===== src/rtl/spi_frame_rx_pkg.sv =====
// rtl/spi_frame_rx_pkg.sv - synth_t frame layout and receiver types shared with the synth core
package spi_frame_rx_pkg;

    typedef struct packed {
        logic [31:0] freq;
    } wave_gen_t;

    typedef struct packed {
        logic [31:0]        reverb;
        logic [31:0]        volume;
        wave_gen_t [3:0]    wave_gens;
    } synth_t;

    localparam int FRAME_BYTES = $bits(synth_t) / 8;

    typedef enum logic {
        ST_IDLE,
        ST_RECV
    } state_t;

endpackage


===== src/rtl/spi_frame_rx_if.sv =====
// rtl/spi_frame_rx_if.sv - SPI pin bundle between the board pins and the frame receiver
interface spi_frame_rx_if;
    logic sclk;
    logic mosi;
    logic csel;
    logic miso;

    modport slave  (input sclk, mosi, csel, output miso);
    modport master (output sclk, mosi, csel, input miso);
endinterface


===== src/rtl/spi_frame_rx_sync_edge.sv =====
// rtl/spi_frame_rx_sync_edge.sv - multi-flop synchronizer with rise/fall detection
module sync_edge #(
    parameter int STAGES = 2,
    parameter bit IDLE   = 1'b0
) (
    input  logic clk,
    input  logic rstn,
    input  logic d,
    output logic q,
    output logic rise,
    output logic fall
);

    logic [STAGES-1:0] pipe;
    logic              prev;

    always_ff @(posedge clk or negedge rstn) begin
        if (!rstn) begin
            pipe <= {STAGES{IDLE}};
            prev <= IDLE;
        end else begin
            pipe <= {pipe[STAGES-2:0], d};
            prev <= pipe[STAGES-1];
        end
    end

    assign q    = pipe[STAGES-1];
    assign rise = q & ~prev;
    assign fall = ~q & prev;

endmodule


===== src/rtl/spi_frame_rx.sv =====
// rtl/spi_frame_rx.sv - SPI mode-0 slave that commits whole synth_t frames on csel release
// Optional SPI_ECHO_EN: miso echoes the previously received byte, LSB first.
module spi_frame_rx
    import spi_frame_rx_pkg::*;
#(
    parameter int FRAME_BYTES = $bits(synth_t) / 8,
    parameter int SYNC_STAGES = 2
) (
    input  logic                     clk,
    input  logic                     rstn,
    spi_frame_rx_if.slave            spi,
    output logic [FRAME_BYTES*8-1:0] frame,
    output logic                     frame_valid,
    output logic                     frame_err,
    output logic                     busy
);

    localparam int CW = $clog2(FRAME_BYTES + 1);

    logic sclk_s, sclk_rise, sclk_fall;
    logic csel_s, csel_rise, csel_fall;
    logic [SYNC_STAGES-1:0] mosi_pipe;
    logic mosi_s;

    sync_edge #(.STAGES(SYNC_STAGES), .IDLE(1'b0)) u_sclk_sync (
        .clk(clk), .rstn(rstn), .d(spi.sclk),
        .q(sclk_s), .rise(sclk_rise), .fall(sclk_fall)
    );

    sync_edge #(.STAGES(SYNC_STAGES), .IDLE(1'b1)) u_csel_sync (
        .clk(clk), .rstn(rstn), .d(spi.csel),
        .q(csel_s), .rise(csel_rise), .fall(csel_fall)
    );

    always_ff @(posedge clk or negedge rstn) begin
        if (!rstn) mosi_pipe <= '0;
        else       mosi_pipe <= {mosi_pipe[SYNC_STAGES-2:0], spi.mosi};
    end
    assign mosi_s = mosi_pipe[SYNC_STAGES-1];

    state_t                   state, state_n;
    logic                     start, do_commit, do_err, frame_ok, sample;
    logic [2:0]               bit_cnt;
    logic [CW-1:0]            byte_cnt;
    logic                     overflow;
    logic [6:0]               byte_sr;
    logic [7:0]               byte_done;
    logic [FRAME_BYTES*8-1:0] shadow;

    // A csel edge in the same cycle as an sclk rise always wins.
    assign sample    = sclk_rise & ~csel_s & ~csel_fall;
    assign byte_done = {mosi_s, byte_sr};
    assign frame_ok  = (byte_cnt == CW'(FRAME_BYTES)) && (bit_cnt == 3'd0) && !overflow;
    assign busy      = ~csel_s;

    always_ff @(posedge clk or negedge rstn) begin
        if (!rstn) state <= ST_IDLE;
        else       state <= state_n;
    end

    always_comb begin
        state_n   = state;
        start     = 1'b0;
        do_commit = 1'b0;
        do_err    = 1'b0;
        case (state)
            ST_IDLE: begin
                if (csel_fall) begin
                    start   = 1'b1;
                    state_n = ST_RECV;
                end
            end
            ST_RECV: begin
                if (csel_rise) begin
                    state_n   = ST_IDLE;
                    do_commit = frame_ok;
                    do_err    = ~frame_ok;
                end
            end
            default: state_n = ST_IDLE;
        endcase
    end

    always_ff @(posedge clk or negedge rstn) begin
        if (!rstn) begin
            bit_cnt  <= '0;
            byte_cnt <= '0;
            overflow <= 1'b0;
            byte_sr  <= '0;
            shadow   <= '0;
        end else if (start) begin
            bit_cnt  <= '0;
            byte_cnt <= '0;
            overflow <= 1'b0;
        end else if (sample) begin
            byte_sr <= byte_done[7:1];
            bit_cnt <= bit_cnt + 3'd1;
            if (bit_cnt == 3'd7) begin
                if (byte_cnt == CW'(FRAME_BYTES)) begin
                    overflow <= 1'b1;
                end else begin
                    // Wire byte 0 lands in the most significant byte of the frame.
                    for (int i = 0; i < FRAME_BYTES; i++) begin
                        if (byte_cnt == CW'(i))
                            shadow[(FRAME_BYTES-1-i)*8 +: 8] <= byte_done;
                    end
                    byte_cnt <= byte_cnt + CW'(1);
                end
            end
        end
    end

    always_ff @(posedge clk or negedge rstn) begin
        if (!rstn) begin
            frame       <= '0;
            frame_valid <= 1'b0;
            frame_err   <= 1'b0;
        end else begin
            frame_valid <= do_commit;
            frame_err   <= do_err;
            if (do_commit) frame <= shadow;
        end
    end

`ifdef SPI_ECHO_EN
    logic [7:0] last_byte;
    logic       miso_r;

    // miso changes on sclk fall so it is stable when the master samples on the rise.
    always_ff @(posedge clk or negedge rstn) begin
        if (!rstn) begin
            last_byte <= '0;
            miso_r    <= 1'b0;
        end else if (start || csel_rise) begin
            last_byte <= '0;
            miso_r    <= 1'b0;
        end else begin
            if (sample && bit_cnt == 3'd7) last_byte <= byte_done;
            if (sclk_fall && !csel_s)      miso_r    <= last_byte[bit_cnt];
        end
    end

    assign spi.miso = miso_r & ~csel_s;
`else
    assign spi.miso = 1'b0;
`endif

endmodule


===== src/flat_wrapper.sv =====
// flat-port wrapper written by rule: the top's interface ports become plain ports
module spi_frame_rx_flat import spi_frame_rx_pkg::*;
#(
    parameter int FRAME_BYTES = $bits(synth_t) / 8,
    parameter int SYNC_STAGES = 2
)
  (clk, rstn, frame, frame_valid, frame_err, busy, spi_sclk, spi_mosi, spi_csel, spi_miso);
  spi_frame_rx_if spi_i ();
  input  logic clk;
  input  logic rstn;
  output logic [FRAME_BYTES*8-1:0] frame;
  output logic frame_valid;
  output logic frame_err;
  output logic busy;
  input wire logic [$bits(spi_i.sclk)-1:0] spi_sclk;
  input wire logic [$bits(spi_i.mosi)-1:0] spi_mosi;
  input wire logic [$bits(spi_i.csel)-1:0] spi_csel;
  output wire logic [$bits(spi_i.miso)-1:0] spi_miso;
  assign spi_i.sclk = spi_sclk;
  assign spi_i.mosi = spi_mosi;
  assign spi_i.csel = spi_csel;
  assign spi_miso = spi_i.miso;
  spi_frame_rx #(.FRAME_BYTES(FRAME_BYTES), .SYNC_STAGES(SYNC_STAGES)) u_core (.clk(clk), .rstn(rstn), .spi(spi_i), .frame(frame), .frame_valid(frame_valid), .frame_err(frame_err), .busy(busy));
endmodule

===== config.mk =====
export PLATFORM = sky130hd
export DESIGN_NAME = spi_frame_rx_flat
export DESIGN_NICKNAME = d
export VERILOG_FILES = /design/src/rtl/spi_frame_rx_pkg.sv /design/src/rtl/spi_frame_rx_if.sv /design/src/rtl/spi_frame_rx_sync_edge.sv /design/src/rtl/spi_frame_rx.sv /design/src/flat_wrapper.sv
export SDC_FILE = /design/constraint.sdc
export NUM_CORES = 1
export LEC_CHECK = 0
export CAP_MARGIN = 10
export CORE_MARGIN = 10
export CORE_UTILIZATION = 38
export DETAILED_ROUTE_END_ITERATION = 10
export PLACE_DENSITY = 0.65
export SLEW_MARGIN = 0
export SYNTH_ARGS = -nofsm -noshare
export SYNTH_HDL_FRONTEND = slang
export SYNTH_SLANG_ARGS = --single-unit

===== constraint.sdc =====
create_clock -name clk -period 2.01 [get_ports clk]
set_input_delay 0.3015 -clock clk [delete_from_list [all_inputs] [get_ports clk]]
set_output_delay 0.3015 -clock clk [all_outputs]
set_load 0.02 [all_outputs]

==> qor_table.md <==
| Result | This run |
| --- | --- |
| Final non-filler cell total | 1782 |
| Final hold violation count | 0 |
| Vias in the first global route | 9575 |
| Number of storage elements in the synthesis netlist | 411 |
| Layout overhead on the synthesized area | 29.7% |
| Violations in the final reports | negative setup slack |
| CP peak stage delay | 0.62 ns |
| Initial core utilization | 38.3% |
| Antenna diodes | 0 |
| Path category of the worst min-delay check | in2reg |
| Leading cell types in the layout, fill and taps excluded | sky130_fd_sc_hd__dfrtp_1, sky130_fd_sc_hd__mux2_2, sky130_fd_sc_hd__clkdlybuf4s50_1 |
| Final setup skew | 0.0121 ns |
| Startpoint type of the worst setup path | flip-flop |
| Critical path capture point type | flip-flop |
| Total detailed-routing wirelength | 38100 µm |
| Power, Total | 17200 µW |
| Top cells by area, synth | sky130_fd_sc_hd__dfrtp_1, sky130_fd_sc_hd__mux2_2, sky130_fd_sc_hd__mux2_4 |
| Number of failing setup endpoints in the final timing report | 185 |
| Kind of cell adding the most delay to the critical path | simple AND/OR/NAND/NOR gates |
| Cell area after layout | 20800 µm² |
| Antenna viol nets, final | 0 |
| Max capacitance violation total | 0 |
| Post-route fraction of the period consumed by the critical path | 104% |
| Remaining global-route overflow | 0 |
| Top-level I/O count | 201 |
| Drt initial violations | 376 |
| Fmax achieved | 478 MHz |
| Global-route wire length before repair | 59200 µm |
| Total die area | 50800 µm² |
| Most area-hungry cell type in the Yosys netlist | sky130_fd_sc_hd__dfrtp_1 |
| Synth Flop Type | sky130_fd_sc_hd__dfrtp_1 |
| Pin count of the biggest net entering global routing | 65 |
| Worst path buffer plus inverter count | 2 |
| Number of buffers on the longest clock path | 3 |
| Nets in the synthesized netlist | 950 |
| RSZ-0062 raised after global routing | yes |
| Post-layout utilization of the core | 49.6% |
| Result of the run | complete, but fails checks |
| Clock slew at reported path FFs | 0.06 ns |
| Height of the die | 225 µm |
| Number of clock buffers inserted by TritonCTS | 44 |
| Total Nets Final | 1222 |
| Number of antenna violations at the first check in global routing | 2 |
| Setup slack after placement | -0.0738 ns |
| Proportion of synthesized chip area in sequential cells | 64.2% |
| I/O Buffers | 199 |
| GRT Total Usage | 15.1% |
| Period minus WS final | 2.09 ns |
| First-pass detailed-route iteration total | 4 |
| Arr. time, crit path | 2.52 ns |
| Weighted congestion at the end of routability-driven global placement | 0.760 |
| Row Count | 75 |
| Share of flip-flops with an asynchronous set or reset after synthesis | 100% |
| Number of flops mapped to enable cells by yosys | 0 |
| Placeable core region | 41900 µm² |
| TritonCTS clock tree | yes |
| Setup slack of the critical path after layout | -0.0833 ns |
| Die Wd | 225 µm |
| Critical path fanouts, max | 37 |
| Worst Max-Slew Pin Slew | 0.787 ns |
| Cells along the critical path | inv_2, ha_4, nand4b_1, or4b_4, buf_12, mux2_1 |
| Post-DP HPWL | 24800 µm |
| Post-route DRC | 0 |
| Count of placed standard cells including taps | 1697 |
| Final slew viol count | 0 |
| DR vias | 8707 |
| Post-synthesis instance total | 937 |
| Worst EP required | 2.44 ns |
| Drt wl/cell | 21.4 µm |
| Fraction of final layout cells with drive strength greater than 1 | 40.6% |
| Total clock sinks | 411 |
| Number of H-tree levels | 2 |
| Post-Syn Area | 16000 µm² |
| Average cell area after synthesis | 17.1 µm² |
| Yosys Warn Count | 0 |
| Power density cells | 828 nW/µm² |
| Worst-case vdd ir drop | 0.548 mV |
| Critical path class | reg2reg |
| Detailed-route vias per instance | 4.89 |
| Master of the slowest instance on the critical path | sky130_fd_sc_hd__or4b_4 |
| Library cell used as clock root buffer | sky130_fd_sc_hd__clkbuf_16 |
| Post-synth cell types | 39 |
| DP Area | 19200 µm² |
| Leakage component of the power | 0.0105 µW |
| Fraction of post-synthesis cell area in the top cell type by area | 63.8% |
| Most common library cell in the layout ignoring fill and taps | sky130_fd_sc_hd__dfrtp_1 |
| Worst reg-to-reg setup slack | -0.08 ns |
| Normalized max-slew margin | 47.5% |
| Clk_lat worst skew | 0.56 ns |
repair_timing:
item | CTS | global route
endpoints found under the setup margin | 203 | 385
cloned | 0 | 3
buffers inserted | 0 | 1
pin swaps | 0 | 3
gates resized for setup | 2 | 23
hold buffers | 1 | 0
hold endpoints to repair | 51 | 0
final timing paths:
check / end / startpoint / depth (start not counted)
worst max-delay path: u_core.frame[188] / u_core.byte_cnt[1] / 6
max in group asynchronous: u_core.u_csel_sync.pipe[1] / rstn / 3
worst max register to register: u_core.frame[188] / u_core.byte_cnt[1] / 6
worst min-delay path: u_core.u_csel_sync.pipe[0] / spi_csel / 1
min in group asynchronous: u_core.frame[79] / rstn / 2
worst min register to register: u_core.mosi_pipe[1] / u_core.mosi_pipe[0] / 0
worst register-to-register path, cell delays in order, from the launching register on:
cell and delay [ns]:
sky130_fd_sc_hd__dfrtp_1 0.39, sky130_fd_sc_hd__inv_2 0.08, sky130_fd_sc_hd__ha_4 0.13, sky130_fd_sc_hd__nand4b_1 0.12
sky130_fd_sc_hd__or4b_4 0.62, sky130_fd_sc_hd__buf_12 0.24, sky130_fd_sc_hd__mux2_1 0.39
logic make-up (layout without fill, tap and decap cells):
group / count (synthesis) / after routing / synth area share, %
compound gates: 9 / 9 / 0.391
fa+ha+maj: 9 / 9 / 0.688
simple gates: 55 / 55 / 2.30
other cells: 1 / 1 / 0.0234
buf+inv: 57 / 363 / 2.25
flops: 411 / 411 / 64.2
mux: 395 / 395 / 30.1
metal layers:
| layer | global-route usage (%) | up-vias | share of wire (%) |
|---|---|---|---|
| li1 | - | 3884 | - |
| met1 | 20.0 | 4584 | 46 |
| met2 | 23.8 | 179 | 47 |
| met3 | 4.39 | 56 | 5.9 |
| met4 | 3.73 | 4 | 1.8 |
| met5 | 0 | - | 0.084 |
cells in the mapped netlist (2+ instances only):
| cell type | count |
|---|---|
| sky130_fd_sc_hd__mux2_4 | 100 |
| sky130_fd_sc_hd__a22o_1 | 2 |
| sky130_fd_sc_hd__nor4bb_1 | 2 |
| sky130_fd_sc_hd__dfstp_2 | 3 |
| sky130_fd_sc_hd__dfrtp_1 | 408 |
| sky130_fd_sc_hd__nor3b_2 | 3 |
| sky130_fd_sc_hd__mux2_1 | 69 |
| sky130_fd_sc_hd__nand3_1 | 19 |
| sky130_fd_sc_hd__nor4b_1 | 2 |
| sky130_fd_sc_hd__a21oi_1 | 2 |
| sky130_fd_sc_hd__nor2_1 | 3 |
| sky130_fd_sc_hd__nand3b_1 | 2 |
| sky130_fd_sc_hd__nand4b_1 | 3 |
| sky130_fd_sc_hd__inv_1 | 9 |
| sky130_fd_sc_hd__clkbuf_1 | 28 |
| sky130_fd_sc_hd__mux2i_1 | 2 |
| sky130_fd_sc_hd__nor3_1 | 3 |
| sky130_fd_sc_hd__nor2b_1 | 4 |
| sky130_fd_sc_hd__nand2_1 | 3 |
| sky130_fd_sc_hd__nor3b_1 | 3 |
| sky130_fd_sc_hd__ha_1 | 8 |
| sky130_fd_sc_hd__buf_6 | 19 |
| sky130_fd_sc_hd__mux2_2 | 224 |
per-stage QoR:
step | TNS [ns] | hold WS, ns
6_report | -7.91 | 0.155
5_1_grt | -23.72 | 0.132
4_1_cts | -8.87 | 0.114
3_5_place_dp | -6.06 | 0.295
3_3_place_gp | -3.83 | 0.284
2_1_floorplan | -20.44 | 0.00591
power breakdown:
part           switching [µW]  leakage [µW]  internal [µW]
registers                98.0       0.00571           8330
clock network            3240      0.000695           4690
logic                     648       0.00413            193
total                    3990        0.0105          13200
flip-flops by register name, summed over array words and instances (netlist names):
| name | cells |
|---|---|
| u_core.bit_cnt | 3 |
| u_core.byte_cnt | 5 |
| u_core.byte_sr | 7 |
| u_core.frame | 192 |
| u_core.frame_err | 1 |
| u_core.frame_valid | 1 |
| u_core.mosi_pipe | 2 |
| u_core.overflow | 1 |
| u_core.shadow | 192 |
| u_core.state | 1 |
| u_core.u_csel_sync.pipe | 2 |
| u_core.u_csel_sync.prev | 1 |
| u_core.u_sclk_sync.pipe | 2 |
| u_core.u_sclk_sync.prev | 1 |
final cells by class:
class / instances / area (µm²)
well taps: 539 / 674
clock inverters: 12 / 124
inverters: 9 / 33.8
repair buffers: 274 / 2810
fillers: 3561 / 21100
flip-flops and latches: 411 / 10300
clock buffers: 68 / 1290
multi-input cells: 469 / 5560
No activity file was read; power rests on OpenSTA's default activity.
